==> config.mk <==
export PLATFORM = sky130hd
export DESIGN_NAME = rgb_stream_src
export DESIGN_NICKNAME = d
export VERILOG_FILES = /design/src/rtl/rgb_stream_src.sv
export SDC_FILE = /design/constraint.sdc
export NUM_CORES = 1
export LEC_CHECK = 0
export ABC_AREA = 1
export BUFFER_PORTS_ARGS = -buffer_cell sky130_fd_sc_hd__buf_2
export CAP_MARGIN = 20
export CORE_MARGIN = 3
export CORE_UTILIZATION = 60
export CTS_BUF_LIST = sky130_fd_sc_hd__clkbuf_16
export DETAILED_ROUTE_END_ITERATION = 12
export PLACE_DENSITY_LB_ADDON = 0.3
export RECOVER_POWER = 25
export SYNTH_ARGS = -nofsm -noshare
export SYNTH_HDL_FRONTEND = slang
export SYNTH_SLANG_ARGS = --single-unit
==> constraint.sdc <==
create_clock -name clk_i -period 5.4 [get_ports clk_i]
set_input_delay 0.54 -clock clk_i [delete_from_list [all_inputs] [get_ports clk_i]]
set_output_delay 0.54 -clock clk_i [all_outputs]
set_load 0.01 [all_outputs]
==> src/rtl/rgb_stream_src.sv <==
// Raster video source: walks a full H/V timing grid and emits one registered
// RGB/sync beat per valid/ready handshake, with a choice of four test patterns.
module rgb_stream_src #(
  parameter int   H_ACTIVE = 640,
  parameter int   H_FP     = 16,
  parameter int   H_SYNC   = 96,
  parameter int   H_BP     = 48,
  parameter int   V_ACTIVE = 480,
  parameter int   V_FP     = 10,
  parameter int   V_SYNC   = 2,
  parameter int   V_BP     = 33,
  parameter logic SYNC_POL = 1'b0
) (
  input  logic       clk_i,
  input  logic       rst_i,
  input  logic [1:0] pattern_i,
  output logic [7:0] r_o,
  output logic [7:0] g_o,
  output logic [7:0] b_o,
  output logic       hsync_o,
  output logic       vsync_o,
  output logic       vde_o,
  output logic       valid_o,
  input  logic       ready_i,
  output logic [7:0] frame_cnt_o
);

  localparam int H_TOTAL = H_ACTIVE + H_FP + H_SYNC + H_BP;
  localparam int V_TOTAL = V_ACTIVE + V_FP + V_SYNC + V_BP;
  // Counters are at least 8 bits so the gradient pattern can always take [7:0].
  localparam int HW    = ($clog2(H_TOTAL) > 8) ? $clog2(H_TOTAL) : 8;
  localparam int VW    = ($clog2(V_TOTAL) > 8) ? $clog2(V_TOTAL) : 8;
  localparam int BAR_W = H_ACTIVE / 8;
  localparam int BW    = ($clog2(BAR_W) > 1) ? $clog2(BAR_W) : 1;

  localparam logic [HW-1:0] H_LAST    = HW'(H_TOTAL - 1);
  localparam logic [HW-1:0] H_ACT     = HW'(H_ACTIVE);
  localparam logic [HW-1:0] HS_FIRST  = HW'(H_ACTIVE + H_FP);
  localparam logic [HW-1:0] HS_LAST   = HW'(H_ACTIVE + H_FP + H_SYNC - 1);
  localparam logic [VW-1:0] V_LAST    = VW'(V_TOTAL - 1);
  localparam logic [VW-1:0] V_ACT     = VW'(V_ACTIVE);
  localparam logic [VW-1:0] VS_FIRST  = VW'(V_ACTIVE + V_FP);
  localparam logic [VW-1:0] VS_LAST   = VW'(V_ACTIVE + V_FP + V_SYNC - 1);
  localparam logic [BW-1:0] BAR_LAST  = BW'(BAR_W - 1);

  logic [HW-1:0] hCnt_q, hCnt_d;
  logic [VW-1:0] vCnt_q, vCnt_d;
  logic [7:0]    frameCnt_q, frameCnt_d;
  logic [1:0]    pat_q, pat_d;
  logic [7:0]    flat_q, flat_d;
  logic [2:0]    barIdx_q, barIdx_d;
  logic [BW-1:0] barPos_q, barPos_d;
  logic [7:0]    r_q, r_d, g_q, g_d, b_q, b_d;
  logic          hsync_q, hsync_d, vsync_q, vsync_d, vde_q, vde_d;
  logic          valid_q;
  logic          load, hWrap, vWrap, frameStart;

  // Everything below describes the beat that would be loaded on this edge.
  always_comb begin
    load       = !valid_q || ready_i;
    hWrap      = (hCnt_q == H_LAST);
    vWrap      = (vCnt_q == V_LAST);
    hCnt_d     = '0;
    vCnt_d     = '0;
    frameCnt_d = frameCnt_q;
    if (valid_q) begin
      hCnt_d = hWrap ? '0 : hCnt_q + HW'(1);
      vCnt_d = hWrap ? (vWrap ? '0 : vCnt_q + VW'(1)) : vCnt_q;
      if (hWrap && vWrap) begin
        frameCnt_d = frameCnt_q + 8'd1;
      end
    end

    frameStart = (hCnt_d == '0) && (vCnt_d == '0);
    pat_d      = frameStart ? pattern_i  : pat_q;
    flat_d     = frameStart ? frameCnt_d : flat_q;

    // Bar index tracks hx / BAR_W incrementally instead of dividing.
    barIdx_d = barIdx_q;
    barPos_d = barPos_q + BW'(1);
    if (hCnt_d == '0) begin
      barIdx_d = '0;
      barPos_d = '0;
    end else if (barPos_q == BAR_LAST) begin
      barIdx_d = barIdx_q + 3'd1;
      barPos_d = '0;
    end

    vde_d   = (hCnt_d < H_ACT) && (vCnt_d < V_ACT);
    hsync_d = ((hCnt_d >= HS_FIRST) && (hCnt_d <= HS_LAST)) ? SYNC_POL : ~SYNC_POL;
    vsync_d = ((vCnt_d >= VS_FIRST) && (vCnt_d <= VS_LAST)) ? SYNC_POL : ~SYNC_POL;

    r_d = '0;
    g_d = '0;
    b_d = '0;
    if (vde_d) begin
      case (pat_d)
        2'd0: begin
          r_d = {8{~barIdx_d[1]}};
          g_d = {8{~barIdx_d[2]}};
          b_d = {8{~barIdx_d[0]}};
        end
        2'd1: begin
          r_d = hCnt_d[7:0];
          g_d = vCnt_d[7:0];
          b_d = hCnt_d[7:0] ^ vCnt_d[7:0];
        end
        2'd2: begin
          r_d = {8{hCnt_d[3] ^ vCnt_d[3]}};
          g_d = r_d;
          b_d = r_d;
        end
        default: begin
          r_d = flat_d;
          g_d = flat_d;
          b_d = flat_d;
        end
      endcase
    end
  end

  always_ff @(posedge clk_i) begin
    if (rst_i) begin
      hCnt_q     <= '0;
      vCnt_q     <= '0;
      frameCnt_q <= '0;
      pat_q      <= '0;
      flat_q     <= '0;
      barIdx_q   <= '0;
      barPos_q   <= '0;
      r_q        <= '0;
      g_q        <= '0;
      b_q        <= '0;
      hsync_q    <= ~SYNC_POL;
      vsync_q    <= ~SYNC_POL;
      vde_q      <= 1'b0;
      valid_q    <= 1'b0;
    end else if (load) begin
      hCnt_q     <= hCnt_d;
      vCnt_q     <= vCnt_d;
      frameCnt_q <= frameCnt_d;
      pat_q      <= pat_d;
      flat_q     <= flat_d;
      barIdx_q   <= barIdx_d;
      barPos_q   <= barPos_d;
      r_q        <= r_d;
      g_q        <= g_d;
      b_q        <= b_d;
      hsync_q    <= hsync_d;
      vsync_q    <= vsync_d;
      vde_q      <= vde_d;
      valid_q    <= 1'b1;
    end
  end

  assign r_o         = r_q;
  assign g_o         = g_q;
  assign b_o         = b_q;
  assign hsync_o     = hsync_q;
  assign vsync_o     = vsync_q;
  assign vde_o       = vde_q;
  assign valid_o     = valid_q;
  assign frame_cnt_o = frameCnt_q;

endmodule

# Word level (Yosys, flattened, before mapping)
# Cells that the tools add are included.
op_classes:
  n_eq_ne: 5
  n_reduce_logical: 10
  add_sub_neg: 5
  bitwise: 5
  n_lt_le_gt_ge: 6
  muxes: 21
op_table:
  columns: ["operator", "n"]
  rows:
  - ["8-bit one-hot mux with 3 select lines", 3]
  - ["10-bit two-way mux", 5]
  - ["8-bit two-way mux", 6]
  - ["10-bit by 1-bit adder with 10-bit output (second input constant)", 2]
  - ["10-bit == test (second input constant)", 2]
  - ["10-bit logical NOT", 2]
  - ["7-bit two-way mux", 2]
  - ["10-bit greater-or-equal comparator (second input constant)", 1]
  - ["10-bit by 9-bit greater-or-equal comparator with 1-bit output (second input constant)", 1]
  - ["10-bit less-or-equal comparator (second input constant)", 1]
  - ["10-bit by 9-bit less-or-equal comparator with 1-bit output (second input constant)", 1]
  - ["10-bit < comparator (second input constant)", 1]
  - ["10-bit by 9-bit < comparator with 1-bit output (second input constant)", 1]
  - ["8-bit by 1-bit adder with 8-bit output (second input constant)", 1]
  - ["8-bit bitwise XOR", 1]
  - ["7-bit by 1-bit adder with 7-bit output (second input constant)", 1]
  - ["7-bit == test (second input constant)", 1]
  - ["3-bit two-way mux", 2]
  - ["1-bit logical AND", 5]
  - ["3-bit by 1-bit adder with 3-bit output (second input constant)", 1]
  - ["1-bit NOT", 3]
  - ["2-bit by 1-bit == test with 1-bit output (second input constant)", 1]
  - ["2-bit == test (second input constant)", 1]
  - ["2-bit logical NOT", 1]
  - ["5 further kinds", 6]
word_totals:
  word_cells: 66
  regBits: 76
  inputBits: 5
  output_inout_bits: 36

# Logic depth before layout (Yosys ltp)
# Gate-level depths: netlist of run 1.
depth:
  ltp_word: 10
  mapped_depth: 22

# Least setup slack after synthesis of run 1
# No wires, ideal clock.
synth_path:
  path_kind: "reg-to-reg"
  start: "reg hCnt_q[0]"
  end: "reg r_q[5] (netlist: r_o[5])"
  setup_ns: 0.131
  path_stages_with_launch: 21
  n_path_buf: 2
  arrival_ns: 2.323
  path_slack_ns: 2.947
  period_less_slack_ns: 2.453
  cell_sequence: "dfxtp_1 > ha_1 > nand2_2 > nor2_4 > nand2_4 > nor2_8 > nor2_4 > nand2_2 > nand2_1 > nor2_1 > nand3b_1 > nor2_4 > nand2_2 > buf_4 > nand2_4 > nand2_8 > buf_12 > nand3_1 > nand3_1 > nand2_1 > a21oi_2"
synth_between:
  elab_chain_cells: 9
  elab_cells_between_ends: 25
synth_rtl:
  columns: ["item", "line", "source"]
  rows:
  - ["start, declared", "46", "logic [HW-1:0] hCnt_q, hCnt_d;"]
  - ["start signal, assigned", "139", "hCnt_q <= hCnt_d;"]
  - ["10-bit by 1-bit adder with 10-bit output or 10-bit == test (tied branches)", "67, 61", null]
  - ["10-bit two-way mux, on equally long branches", "67, 68", null]
  - ["10-bit two-way mux", "66", "if (valid_q) begin"]
  - ["10-bit logical NOT, on equally long branches", "74, 81", null]
  - ["1-bit logical AND", "74", "frameStart = (hCnt_d == '0) && (vCnt_d == '0);"]
  - ["2-bit two-way mux", "75", "pat_d = frameStart ? pattern_i : pat_q;"]
  - ["2-bit == test (tied with other cells)", "97", "case (pat_d)"]
  - ["8-bit one-hot mux with 3 select lines", "97", null]
  - ["8-bit two-way mux *", "96", "if (vde_d) begin"]
  - ["end signal, assigned", "146", "r_q <= r_d;"]
  - ["end, declared", "53", "logic [7:0] r_q, r_d, g_q, g_d, b_q, b_d;"]
# Mark *: on every way between the ends. The rest lies on a longest branch, timed or not.
# A chain may end at the register's enable or synchronous reset.

# Worst setup path in the final report of run 1
layout_path:
  start: "reg hCnt_q[0]"
  end: "reg b_q[6] (netlist: b_o[6])"
layout_between:
  elab_chain_cells: 9
  elab_cells_between_ends: 26
layout_rtl:
  columns: ["item", "line", "source"]
  rows:
  - ["10-bit by 1-bit adder with 10-bit output or 10-bit == test (tied branches)", "67, 61", null]
  - ["10-bit two-way mux, on equally long branches", "67, 68", null]
  - ["10-bit two-way mux", "66", null]
  - ["10-bit logical NOT, on equally long branches", "74, 81", null]
  - ["1-bit logical AND", "74", null]
  - ["2-bit two-way mux", "75", null]
  - ["2-bit == test (tied with other cells)", "97", null]
  - ["8-bit one-hot mux with 3 select lines", "97", null]
  - ["8-bit two-way mux *", "96", null]
  - ["end signal, assigned", "133", "b_q <= '0;"]
  - ["end signal, assigned", "148", "b_q <= b_d;"]
  - ["end, declared", "53", null]
# Marked as above.

==> results of run 1 <==
[power groups by stage]
stage	Combinational (mW)	Sequential, mW	Clock, mW
floorplan	0.242	0.666	0
global placement	0.327	0.656	0
detailed placement	0.335	0.658	0
CTS	0.338	0.647	0.597
global route	0.374	0.654	0.622
finish	0.334	0.649	0.595
[flip-flops by register name (all words and copies together), names as in the netlist]
| name | flops |
|---|---|
| hCnt_q | 10 |
| vCnt_q | 10 |
| b_o | 8 |
| flat_q | 8 |
| frame_cnt_o | 8 |
| g_o | 8 |
| r_o | 8 |
| barPos_q | 7 |
| barIdx_q | 3 |
| pat_q | 2 |
| hsync_o | 1 |
| valid_o | 1 |
| vde_o | 1 |
| vsync_o | 1 |
[through the flow]
stage	cells	total power [mW]	hold slack (ns)	setup WS, ns	utilization [%]
after floorplan	731	0.909	0.458	2.95	-
after global placement	839	0.983	0.450	2.20	65.9
after detailed placement	839	0.993	0.452	2.08	65.9
after CTS	854	1.58	0.461	2.04	69.8
after global routing	854	1.65	0.475	1.56	69.3
final	854	1.58	0.463	1.99	69.3
[final cells by class]
type	instances	area, sq um
Clock buffer	9	225
Multi-Input combinational cell	532	2740
Tap cell	99	124
Fill cell	654	2290
Clock inverter	6	65.1
Sequential cell	76	1520
Timing Repair Buffer	41	173
Inverter	91	342
[cells in the mapped netlist, drive strengths merged]
library cell,number
xnor2,3
or2,1
dfxtp,76
nand3b,7
inv,89
a2bb2oi,1
clkbuf,18
o21bai,1
o41ai,1
a211oi,2
nand2,224
xor2,15
buf,14
o2111ai,2
nand3,101
o21a,1
nor2,48
mux2i,1
nor3,5
mux2,1
o211ai,15
ha,6
clkinv,2
a21oi,56
nor4,2
o21ai,28
nand4,11
[cells by family after synthesis]
kind of cell / after synthesis
adders and majority gates: 6
AOI/OAI and AO/OA: 107
xor gates and xnor gates: 18
muxes: 2
buffers and inverters: 123
and+or+nand+nor: 399
DFF: 76
[layer usage]
layer / wire length [microns] / vias to the layer above / global-route usage [%] / share of wire, %
met5: 0 / - / 0 / 0
met4: 380 / 0 / 11.5 / 3.1
met3: 937 / 42 / 4.81 / 7.5
met2: 5690 / 226 / 45.7 / 46
met1: 5400 / 2282 / 38.6 / 44
li1: - / 2414 / - / -
[path summary, 6_finish.rpt]
| kind | start | end | slack [ns] |
|---|---|---|---|
| max | hCnt_q[0] | b_o[6] | 1.99 |
| min | g_o[1] | g_o[1] | 0.46 |
| max reg2reg | hCnt_q[0] | b_o[6] | 1.99 |
| min reg2reg | g_o[1] | g_o[1] | 0.46 |
[layout by cell type (no fill, tap or decap), types with 2 or more instances in the layout]
cell | synthesis | routed
inv_1 | 80 | 81
nor2_2 | 4 | 4
nor2_1 | 37 | 36
o211ai_1 | 15 | 15
nand2_4 | 2 | 2
a21oi_1 | 54 | 54
nand2_1 | 212 | 212
o21ai_0 | 27 | 27
clkbuf_1 | 18 | 28
xnor2_1 | 3 | 3
a21oi_2 | 2 | 2
dfxtp_1 | 76 | 76
clkbuf_16 | 0 | 9
nor2_4 | 6 | 7
ha_1 | 6 | 6
nand3b_1 | 6 | 6
nand3_1 | 93 | 93
nor3_1 | 5 | 5
buf_2 | 6 | 12
nand2_2 | 9 | 9
clkinv_1 | 2 | 2
nand3_2 | 8 | 8
inv_2 | 9 | 9
o2111ai_1 | 2 | 2
xor2_1 | 15 | 15
inv_6 | 0 | 2
nor4_1 | 2 | 2
nand4_1 | 11 | 11
[critical path, stage by stage, from the launching register on]
cell	delay (ns)
dfxtp_1	0.40
ha_1	0.22
nand2_2	0.09
nor2_4	0.14
nand2_4	0.10
nor2_8	0.20
nor2_4	0.08
nand2_2	0.11
nand2_1	0.06
nor2_1	0.10
nand3b_1	0.13
nor2_4	0.33
nand2_2	0.26
nand2_1	0.17
nand2_2	0.32
nand3_1	0.23
nand2_1	0.08
inv_2	0.10
nand2_1	0.06
a21oi_1	0.13
==> metrics.md, run 1 <==
| Metric | Value |
|---|---|
| CP Launch Type | `register` |
| First-pass GRT wire length | `approximately 21 mm` |
| Cells after Synth | `731` |
| Largest family of logic cells by synthesized area | `simple AND/OR/NAND/NOR gates` |
| Wire length per cell | `14.5 microns` |
| Flop pwr share | `41.1%` |
| Core area | `~7500 sq um` |
| Clk buf depth | `2` |
| Fmax | `294 MHz` |
| Min Tclk post-route | `3.41 ns` |
| CP arrival | `about 3.7 ns` |
| Clock share of power | `37.7%` |
| Sink Count | `76` |
| Starting density of the core | `a little under two thirds` |
| Later-pin clock latency in the skew report | `0.34 ns` |
| TritonCTS clock tree | `done` |
| Die X-Extent | `between 90 and 100 microns` |
| Antenna-violating nets left | `0` |
| Leading post-synthesis cells by cell area | `dfxtp_1 32%, nand2_1 17%, nand3_1 9.8%` |
| Slew margin rel. | `30.4%` |
| Antenna violations before repair | `0` |
| Area after DPL | `4940 sq um` |
| Power Internal | `1.07 mW` |
| FF+latch count, synth | `76` |
| Seq/Total Area, Yosys | `31.9%` |
| Number of setup buffers added after CTS | `0` |
| Leading area contributor after synthesis | `dfxtp_1` |
| Synth top area share | `31.9%` |
| Worst-path clk slew | `0.06 ns` |
| Crit Path Class | `reg -> reg` |
| GRT overflow | `0` |
| Outcome | `complete, no violations` |
| GPL Wtd Cong | `around 1` |
| Post-Synth XOR/XNOR Area | `3.31%` |
| CP endpoint kind | `register` |
| Hold path depth | `2` |
| Comb power frac | `21.2%` |
| Die H | `about 95 microns` |
| RSZ-0062 raised after global routing | `no` |
| Port bufs | `40` |
| DRT iter0 DRCs | `590` |
| Final Hold Violating Endpoints | `0` |
| # DRC | `0` |
| Layout area overhead | `8.98%` |
| Complex-gate fraction of the synthesized area | `12.8%` |
| MaxCap Viol Count | `0` |
| Leakage power | `2.45 nW` |
| Peak VDD IR | `221 uV` |
| Adder-cell area share of the yosys netlist | `1.58%` |
| H-tree depth | `3` |
| Crit share post-route | `63.1%` |
| Final Instance Area | `5190 sq um` |
| Worst r2r path cells | `19` |
| Skew final | `0.00776 ns` |
| Largest net degree at the start of global routing | `63` |
| Post-CTS resize count | `0` |
| Syn nets | `around 740` |
| Die footprint | `between 9000 and 10000 sq um` |
| HPWL Detailed | `~9 mm` |
| PwrDens | `between 300 and 400 nW/um^2` |
| HP Class | `reg -> reg` |
| WP data required | `5.66 ns` |
| Mux cell area share after synthesis | `0.447%` |
| N_diodes | `0` |
| Sw frac | `32.2%` |
| Drt pass-1 iters | `6` |
| Vias in the first global route | `4476` |
| Ys Warns | `0` |
| Netlist Area Pre-Place | `approximately 4800 sq um` |
| Switching Power | `between 500 and 600 uW` |
| Num CTS Buffers | `9` |
| Final Max Tran Viols | `0` |
| GR Util All Layers | `between 20% and 30%` |
| Layout cell share with drive strength beyond 1 | `9.80%` |
| Setup TNS | `0 ns` |
| Drt total wl | `12.4 mm` |
| Hold buffers post-CTS | `0` |
| Post-DR vias/cell | `5.81` |
| Count of cell types in the netlist | `43` |
| Slew @ Worst Pin | `1.04 ns` |
| # IOs | `41` |
| Setup violations, final | `0` |
| Synthesized area per cell | `6.52 sq um` |
| Vias | `4964` |
| Top fanout value on the critical path | `32` |
| CTS Root Cell | `clkbuf_16` |
| Layout net count | `762` |
| Row cnt | `31` |
| Simple-gate share of the synthesized area | `39.2%` |
No activity file was read; power rests on OpenSTA's default activity.
==> run 2, diff against run 1 <==
- clock period: 5.4 -> 3.25 ns (I/O delays scaled with it)
==> metrics.md, run 2 (same netlist as run 1, synthesis figures left out) <==
| Metric | Value |
|---|---|
| Most common cell after layout, fill and taps aside | `nand2_1 (unchanged)` |
| HPWL Detailed | `9.36 mm (was 8.99 mm)` |
| Commonest non-fill, non-tap cells in the layout | `212 x nand2_1, 93 x nand3_1, 80 x inv_1 (was 212 x nand2_1, 93 x nand3_1, 81 x inv_1)` |
| Clock share of power | `35.4% (was 37.7%)` |
| Top fanout value on the critical path | `25 (was 32)` |
| Crit share post-route | `91.6% (was 63.1%)` |
| Biggest regs | `hCnt_q (10), vCnt_q (10) (unchanged)` |
| Crit Path Class | `reg -> reg (unchanged)` |
| Skew final | `0.0101 ns (was 0.00776 ns)` |
| Die X-Extent | `95.1 microns (unchanged)` |
| Post-DR vias/cell | `5.72 (was 5.81)` |
| HP Class | `in -> reg (was reg -> reg)` |
| Leakage power | `2.51 nW (was 2.45 nW)` |
| Slowest cell on the critical path | `dfxtp_1 (unchanged)` |
| Fill cell count | `647 (was 654)` |
| Total power | `2.56 mW (was 1.58 mW)` |
| Outcome | `complete, no violations (unchanged)` |
| WP data required | `3.45 ns (was 5.66 ns)` |
| Later-pin clock latency in the skew report | `0.33 ns (was 0.34 ns)` |
| Sw frac | `33.0% (was 32.2%)` |
| Core area | `7490 sq um (unchanged)` |
| Antenna-violating nets left | `0 (unchanged)` |
| Num CTS Buffers | `9 (unchanged)` |
| Layout net count | `779 (was 762)` |
| Sink Count | `76 (unchanged)` |
| Final Max Tran Viols | `0 (unchanged)` |
| Slew margin rel. | `30.8% (was 30.4%)` |
| Wire length per cell | `15.0 microns (was 14.5 microns)` |
| First-pass GRT wire length | `21.6 mm (was 20.7 mm)` |
| Slew @ Worst Pin | `1.04 ns (about the same)` |
| Min Tclk post-route | `2.98 ns (was 3.41 ns)` |
| Layout area overhead | `11.5% (was 8.98%)` |
| GRT overflow | `0 (unchanged)` |
| Final Hold Violating Endpoints | `0 (unchanged)` |
| Peak VDD IR | `327 uV (was 221 uV)` |
| PwrDens | `483 nW/um^2 (was 304 nW/um^2)` |
| Largest net degree at the start of global routing | `62 (was 63)` |
| Flop pwr share | `41.8% (was 41.1%)` |
| CP Launch Type | `register (unchanged)` |
| DRT iter0 DRCs | `468 (was 590)` |
| Die footprint | `9040 sq um (unchanged)` |
| Critical path buffers and inverters | `2 (was 1)` |
| TritonCTS clock tree | `done (unchanged)` |
| Clk buf depth | `2 (unchanged)` |
| CP max stage delay | `0.38 ns (was 0.40 ns)` |
| Drt total wl | `13.1 mm (was 12.4 mm)` |
| Setup violations, final | `0 (unchanged)` |
| CTS Root Cell | `clkbuf_16 (unchanged)` |
| MaxCap Viol Count | `0 (unchanged)` |
| N_diodes | `0 (unchanged)` |
| CP endpoint kind | `register (unchanged)` |
| Power Internal | `1.72 mW (was 1.07 mW)` |
| Fin Hold WS | `0.422 ns (was 0.463 ns)` |
| # DRC | `0 (unchanged)` |
| Delay-heaviest family, CP | `simple AND/OR/NAND/NOR gates (unchanged)` |
| Comb power frac | `22.8% (was 21.2%)` |
| H-tree depth | `3 (unchanged)` |
| Switching Power | `845 uW (was 508 uW)` |
| # IOs | `41 (unchanged)` |
| Vias | `4984 (was 4964)` |
| Critical Path, Cell by Cell | `ha_1 -> nand2_2 -> nor2_4 -> nand2_4 -> nor2_8 -> nor2_4 -> nand2_2 -> nand2_1 -> nor2_1 -> nand3b_1 -> nor2_4 -> nand3_1 -> nand2_2 -> buf_12 -> nand3_1 -> nand2_1 -> inv_2 -> nand2_1 -> a21oi_2 (was ha_1 -> nand2_2 -> nor2_4 -> nand2_4 -> nor2_8 -> nor2_4 -> nand2_2 -> nand2_1 -> nor2_1 -> nand3b_1 -> nor2_4 -> nand2_2 -> nand2_1 -> nand2_2 -> nand3_1 -> nand2_1 -> inv_2 -> nand2_1 -> a21oi_1)` |
| Port bufs | `40 (unchanged)` |
| Layout cell share with drive strength beyond 1 | `11.9% (was 9.80%)` |
| Die H | `95.1 microns (unchanged)` |
| Starting density of the core | `63.6% (unchanged)` |
| Fmax | `336 MHz (was 294 MHz)` |
| CP arrival | `3.18 ns (was 3.66 ns)` |
| Drt pass-1 iters | `7 (was 6)` |
| Worst-path clk slew | `0.06 ns (about the same)` |
| GPL Wtd Cong | `0.972 (was 0.982)` |
| Vias in the first global route | `4715 (was 4476)` |
| GR Util All Layers | `30.2% (was 28.7%)` |
| Row cnt | `31 (unchanged)` |
| Antenna violations before repair | `0 (unchanged)` |
==> run 2: worst register-to-register path, cell delays in order (launching register included) <==
cell and delay [ns]:
dfxtp_1 0.38, ha_1 0.22, nand2_2 0.09, nor2_4 0.14
nand2_4 0.09, nor2_8 0.20, nor2_4 0.08, nand2_2 0.11
nand2_1 0.07, nor2_1 0.10, nand3b_1 0.13, nor2_4 0.23
nand3_1 0.16, nand2_2 0.21, buf_12 0.19, nand3_1 0.11
nand2_1 0.11, inv_2 0.07, nand2_1 0.10, a21oi_2 0.05
==> run 2: power groups by stage <==
stage | Clock (mW) | Combinational [mW] | Sequential (mW)
after floorplan | 0 | 0.402 | 1.11
after detailed placement | 0 | 0.579 | 1.09
final | 0.908 | 0.584 | 1.07
after global routing | 0.958 | 0.658 | 1.08
after global placement | 0 | 0.563 | 1.08
after CTS | 0.915 | 0.585 | 1.07
==> run 2: metrics by stage <==
| step | instances | setup WS [ns] | utilization (%) | setup TNS [ns] | instance area [sq um] |
|---|---|---|---|---|---|
| finish | 872 | 0.273 | 70.9 | 0 | 5310 |
| global route | 872 | -0.0161 | 70.9 | -0.0187 | 5310 |
| CTS | 870 | 0.303 | 71.2 | 0 | 5330 |
| detailed placement | 854 | 0.342 | 67.6 | 0 | 5060 |
| global placement | 854 | 0.506 | 67.6 | 0 | 5060 |
| floorplan | 731 | 0.797 | - | 0 | 4760 |
==> run 2: what timing repair did <==
action                     CTS  global route
setup buffers                0             2
setup endpoints to repair    0             3
hold buffers                 0             0
resized for setup            0             1
==> run 2: per-layer routing <==
| layer | global-route usage, % | routed length, microns |
|---|---|---|
| met3 | 5.21 | 933 |
| met2 | 50.7 | 6220 |
| met5 | 0 | 0 |
| met4 | 15.0 | 498 |
| met1 | 37.0 | 5430 |
==> run 2: cell type report <==
class                           instances  area [sq um]  share of cell area, %
Clock inverter                          7          42.5                  0.801
Tap cell                               99           124                   2.33
Timing Repair Buffer                   58           313                   5.89
Clock buffer                            9           225                   4.24
Inverter                               91           342                   6.43
Sequential cell                        76          1520                   28.7
Multi-Input combinational cell        532          2740                   51.6
==> run 2: path summary, 6_finish.rpt <==
| check | start | endpoint | slack [ns] | cells past startpoint |
|---|---|---|---|---|
| hold / removal | ready_i | vCnt_q[0] | 0.42 | 3 |
| setup reg to reg | hCnt_q[1] | r_o[5] | 0.27 | 19 |
| setup / recovery | hCnt_q[1] | r_o[5] | 0.27 | 19 |
| hold reg to reg | r_o[4] | r_o[4] | 0.47 | 2 |
